**config.mk**
```make
export PLATFORM = sky130hd
export DESIGN_NAME = sdf_stage_ctrl
export DESIGN_NICKNAME = d
export VERILOG_FILES = /design/src/rtl/sdf_stage_ctrl.sv
export SDC_FILE = /design/constraint.sdc
export NUM_CORES = 1
export LEC_CHECK = 0
export ABC_AREA = 1
export CAP_MARGIN = 20
export CORE_MARGIN = 3
export CORE_UTILIZATION = 43
export DETAILED_ROUTE_END_ITERATION = 12
export GPL_ROUTABILITY_DRIVEN = 0
export PLACE_DENSITY = 0.83
export SLEW_MARGIN = 25
export SYNTH_ARGS = -nofsm -noshare
export SYNTH_HDL_FRONTEND = slang
export SYNTH_SLANG_ARGS = --single-unit
```
**constraint.sdc**
```tcl
create_clock -name clk -period 1.4 [get_ports clk]
set_input_delay 0.21 -clock clk [delete_from_list [all_inputs] [get_ports clk]]
set_output_delay 0.21 -clock clk [all_outputs]
set_load 0.01 [all_outputs]
```
**src/rtl/sdf_stage_ctrl.sv**
```systemverilog
// Sequencer for one radix-2 SDF butterfly stage: SR enable, butterfly select, sum/diff select, twiddles.
// Latency: first valid_o HALF+1 cycles after sample 0 with contiguous input; controls are combinational.
// Backpressure: ready_o low only in DRAIN past count 0; valid_i while ready_o=0 is dropped.
// Build option: define CTRL_TWROM_EN for the internal 32-point twiddle table; otherwise WN_r/WN_i stay 0.
module sdf_stage_ctrl #(
  parameter int N    = 16,
  parameter int TW_W = 8
) (
  input  logic            clk,
  input  logic            rst,
  input  logic            valid_i,
  output logic            ready_o,
  output logic            sr_en,
  output logic            bf_sel,
  output logic            valid_o,
  output logic            out_sel,
  output logic            frame_o,
  output logic [4:0]      tw_idx,
  output logic [TW_W-1:0] WN_r,
  output logic [TW_W-1:0] WN_i,
  output logic [2:0]      state
);

  localparam int HALF  = N / 2;
  localparam int CW    = $clog2(N);
  // log2(32/N): scales a stage-local index into 32-point twiddle units
  localparam int SHIFT = 5 - CW;

  localparam logic [CW-1:0] CNT_LAST  = CW'(N - 1);
  localparam logic [CW-1:0] CNT_HLAST = CW'(HALF - 1);
  localparam logic [CW-1:0] CNT_HALF  = CW'(HALF);
  localparam logic [CW-1:0] CNT_ONE   = CW'(1);

  typedef enum logic [2:0] {
    IDLE  = 3'd0,
    FILL  = 3'd1,
    BFLY  = 3'd2,
    OVLP  = 3'd3,
    DRAIN = 3'd4
  } st_t;

  st_t           st_q, st_d;
  logic [CW-1:0] cnt_q, cnt_d;
  logic [4:0]    tw_d;

  assign state = st_q;

  // Next-state, sample counter and combinational datapath controls
  always_comb begin
    st_d    = st_q;
    cnt_d   = cnt_q;
    ready_o = 1'b1;
    sr_en   = valid_i;
    bf_sel  = 1'b0;
    case (st_q)
      IDLE: begin
        if (valid_i) begin
          cnt_d = CNT_ONE;
          // with N=2 sample 0 alone is the whole first half
          st_d  = (HALF == 1) ? BFLY : FILL;
        end
      end
      FILL, OVLP: begin
        if (valid_i) begin
          cnt_d = cnt_q + CNT_ONE;
          if (cnt_q == CNT_HLAST) st_d = BFLY;
        end
      end
      BFLY: begin
        bf_sel = 1'b1;
        if (valid_i) begin
          if (cnt_q == CNT_LAST) begin
            st_d  = DRAIN;
            cnt_d = '0;
          end else begin
            cnt_d = cnt_q + CNT_ONE;
          end
        end
      end
      DRAIN: begin
        // pending diffs leave the SR regardless of input; only slot 0 may
        // take the first sample of the next frame
        sr_en   = 1'b1;
        ready_o = (cnt_q == '0);
        if ((cnt_q == '0) && valid_i) begin
          st_d  = (HALF == 1) ? BFLY : OVLP;
          cnt_d = CNT_ONE;
        end else if (cnt_q == CNT_HLAST) begin
          st_d  = IDLE;
          cnt_d = '0;
        end else begin
          cnt_d = cnt_q + CNT_ONE;
        end
      end
      default: begin
        st_d  = IDLE;
        cnt_d = '0;
      end
    endcase
  end

  // Twiddle index: diff outputs (OVLP/DRAIN) use n=count, sums use n=0
  always_comb begin
    tw_d = 5'd0;
    if ((st_q == OVLP) || (st_q == DRAIN)) tw_d = 5'(cnt_q) << SHIFT;
  end

  // State and counter registers; reset abandons any frame in flight
  always_ff @(posedge clk or posedge rst) begin
    if (rst) begin
      st_q  <= IDLE;
      cnt_q <= '0;
    end else begin
      st_q  <= st_d;
      cnt_q <= cnt_d;
    end
  end

  // Output-side flags aligned to the one-cycle datapath register
  always_ff @(posedge clk or posedge rst) begin
    if (rst) begin
      valid_o <= 1'b0;
      out_sel <= 1'b0;
      frame_o <= 1'b0;
      tw_idx  <= 5'd0;
    end else begin
      valid_o <= (((st_q == BFLY) || (st_q == OVLP)) && valid_i) || (st_q == DRAIN);
      out_sel <= (st_q != BFLY);
      frame_o <= (st_q == BFLY) && valid_i && (cnt_q == CNT_HALF);
      tw_idx  <= tw_d;
    end
  end

`ifdef CTRL_TWROM_EN
  // Q2.6 round(64*cos(2*pi*k/32)), k = 0..15
  function automatic int rom_re(input logic [3:0] k);
    int v;
    case (k)
      4'd0:  v = 64;   4'd1:  v = 63;   4'd2:  v = 59;   4'd3:  v = 53;
      4'd4:  v = 45;   4'd5:  v = 36;   4'd6:  v = 24;   4'd7:  v = 12;
      4'd8:  v = 0;    4'd9:  v = -12;  4'd10: v = -24;  4'd11: v = -36;
      4'd12: v = -45;  4'd13: v = -53;  4'd14: v = -59;  default: v = -63;
    endcase
    return v;
  endfunction

  // Q2.6 round(-64*sin(2*pi*k/32)), k = 0..15
  function automatic int rom_im(input logic [3:0] k);
    int v;
    case (k)
      4'd0:  v = 0;    4'd1:  v = -12;  4'd2:  v = -24;  4'd3:  v = -36;
      4'd4:  v = -45;  4'd5:  v = -53;  4'd6:  v = -59;  4'd7:  v = -63;
      4'd8:  v = -64;  4'd9:  v = -63;  4'd10: v = -59;  4'd11: v = -53;
      4'd12: v = -45;  4'd13: v = -36;  4'd14: v = -24;  default: v = -12;
    endcase
    return v;
  endfunction

  // Twiddle lookup registered alongside tw_idx (diff indices never exceed 15)
  always_ff @(posedge clk or posedge rst) begin
    if (rst) begin
      WN_r <= '0;
      WN_i <= '0;
    end else begin
      WN_r <= TW_W'(rom_re(tw_d[3:0]));
      WN_i <= TW_W'(rom_im(tw_d[3:0]));
    end
  end
`else
  // No local table: tw_idx addresses a shared ROM outside this block
  assign WN_r = '0;
  assign WN_i = '0;
`endif

endmodule
```
==> results of run 1 <==
final timing paths:
kind | start | end | depth (start not counted)
max | state[0] | bf_sel | 6
min | rst | tw_idx[3] | 2
max reg2reg | state[0] | cnt_q[3] | 10
min reg2reg | cnt_q[1] | tw_idx[2] | 3
max in group asynchronous | rst | state[1] | 2
min in group clk | valid_i | frame_o | 4
cell usage after synthesis, types with 2 or more instances:
master    n  share of area
dfrtp_1  14           0.39
buf_4    17           0.14
nor2_1   11          0.046
nor2_2    6          0.041
nand3_1  11          0.061
nand2_2   2          0.014
inv_1    10          0.041
nand4_1   3          0.021
a21oi_1   2          0.011
inv_2     6          0.025
nand2_1  24          0.099
ha_1      2          0.028
layer usage:
metal | vias up | routed length (µm) | part of all wire | GRT usage
met2 | 62 | 1240 | 0.51 | 0.337
met5 | - | 0 | 0 | 0
met3 | 7 | 185 | 0.076 | 0.0287
met1 | 414 | 962 | 0.39 | 0.206
li1 | 424 | - | - | -
met4 | 0 | 59 | 0.024 | 0.148
area by class of cell:
class | instances | area, µm²
fillers | 121 | 507
multi-input cells | 86 | 503
repair buffers | 44 | 367
flip-flops and latches | 14 | 352
inverters | 16 | 62.6
clock buffers | 4 | 36.3
well taps | 25 | 31.3
registers in the layout (all words and copies together), names as in the netlist:
signal,cells
frame_o,1
valid_o,1
state,3
out_sel,1
tw_idx,4
cnt_q,4
what timing repair did:
item                                    CTS  global route
gates resized for setup                  21            20
pin swaps                                 1             8
endpoints found under the setup margin   10            12
buffers inserted                          5             3
through the flow:
stage / total power, mW / std cells / cell area [µm²]
3_3_place_gp: 1.98 / 177 / 1180
2_1_floorplan: 1.39 / 133 / 966
6_report: 2.70 / 189 / 1350
4_1_cts: 2.41 / 186 / 1250
5_1_grt: 2.87 / 189 / 1350
3_5_place_dp: 2.04 / 177 / 1180
power breakdown:
group | internal [mW] | switching, mW
registers | 0.522 | 0.0711
logic | 0.845 | 0.951
clock network | 0.159 | 0.148
total | 1.53 | 1.17
logic make-up (layout without fill, tap and decap cells):
group,after synthesis,after routing
buf+inv,33,64
flops,14,14
fa+ha+maj,2,2
xor+xnor,1,1
simple gates,61,61
compound gates,5,5
other cells,1,17
==> impl_metrics.py, run 1 <==
metrics = {
    "sta": {
        "fin_crit_sh": 1.08,
        "finalSetupTns_ns": -0.415,
        "finalHoldViolCount": 0,
        "finalSetupViolations": 8,
        "maxSlewViolCount": 0,
        "fin_crit_ns": 1.51,
        "skew_ns": 0.00217,
        "fmax_mhz": 663,
        "timing.final.ws_setup_ns": -0.108,
        "worst_slew_pin_slew_ns": 0.533,
        "timing.hold.ws_ns": 0.247,
        "slew_headroom": 0.644,
        "grt_setup_unrepaired": "true",
    },
    "detailed_routing": {
        "wl_per_cell_um": 12.9,
        "drt_first_iter_violations": 28,
        "vias": 907,
        "drc": 0,
        "ant_nets": 0,
        "first_pass_iters": 4,
        "wirelength_um": 2450,
        "routed_via_density": 4.80,
    },
    "worst_setup_path": {
        "crit_top_cell": "buf_4",
        "cpMaxStageDelayCell": "dfrtp_1",
        "max_stage_delay_ns": 0.42,
        "critPathKind": "register to output port",
        "crit_path_max_fanout": 3,
        "r2r_slack_ns": -0.06,
        "cp.required_ns": 1.19,
        "crit_family": "buffers and inverters",
        "arrival_ns": 1.30,
        "crit_buf_inv": 5,
        "endpoint_kind": "output port",
        "start_kind": "register",
        "crit_chain": "buf_4 > buf_4 > inv_4 > nand3_4 > inv_2 > buf_6",
    },
    "yosys": {
        "synth_compound_area_frac": 0.0345,
        "synth-main-ff-cell": "dfrtp_1",
        "synth_edf_count": 0,
        "synth_fa_ha_area_frac": 0.0276,
        "syn_area_per_cell_um2": 7.74,
        "ys_seq_elements": 14,
        "muxShareOfSynthArea": 0,
        "synth_top_family_by_area": "simple AND/OR/NAND/NOR gates",
        "yosysUniqueCellTypes": 21,
        "ys_async_sr_fraction": 1.00,
        "synthSimpleGateAreaFrac": 0.330,
        "yosys.area_share.xor_xnor": 0.00967,
        "seq_area_frac_synth": 0.387,
        "netlist_instances": 117,
        "yosys_warnings": 0,
        "syn-cell-area_um2": 906,
    },
    "floorplan": {
        "start_util": 0.488,
        "io_pins": 33,
        "rows": 15,
        "core_um2": 1860,
        "die_h_um": 51.9,
        "die_area_um2": 2690,
        "chipWidth_um": 51.9,
    },
    "clocking": {
        "htreeDepth": 1,
        "cts_buffers": 3,
        "cts_tree": "yes",
        "cts_root_buf": "clkbuf_4",
        "clockBufferDepth": 2,
        "clock_latency_ns": 0.29,
        "clock-sinks": 14,
        "path_clk_slew_ns": 0.09,
        "postCtsHoldBufs": 0,
    },
    "placed_design": {
        "dp_slack_ns": -0.135,
        "dpl.hpwl_um": 1680,
        "port_buffers": 15,
    },
    "grt": {
        "grt_pass1_vias": 871,
        "grt_max_degree": 15,
        "grt_pass1_wl_um": 3740,
        "grt_usage": 0.193,
        "antenna_found_initial": 0,
        "grt-ovfl-total": 0,
    },
    "final_layout": {
        "antennaDiodeCount": 0,
        "layout_commonest_cell": "buf_4",
        "fin_nets": 170,
        "syn2layout_area_growth_pct": 49.2,
        "final_util": 0.727,
        "drive_above_1_share": 0.396,
        "mostFrequentLayoutCells": "26 x buf_4, 22 x nand2_1, 17 x conb_1, 13 x dfrtp_1, 11 x nor2_1",
    },
    "hold_path": {
        "hold_class": "primary input to asynchronous set/reset pin",
    },
    "power_and_ir_drop": {
        "p_leak_nw": 0.740,
        "irDropWorstVdd_v": 0.00116,
        "power_density_nw_per_um2": 2000,
    },
    "status": {
        "violations": "setup timing",
        "status": "finished, violations left",
    },
    "flow_run": {
        "cap_violations": 0,
    },
}
Note: power is estimated with default switching activity, not from simulation.
==> run 2: changes to the inputs <==
Settings changed: CTS_CLUSTER_SIZE set to 25.
==> results of run 2 <==
No change in the layout: final DEF, timing and power equal those of run 1.
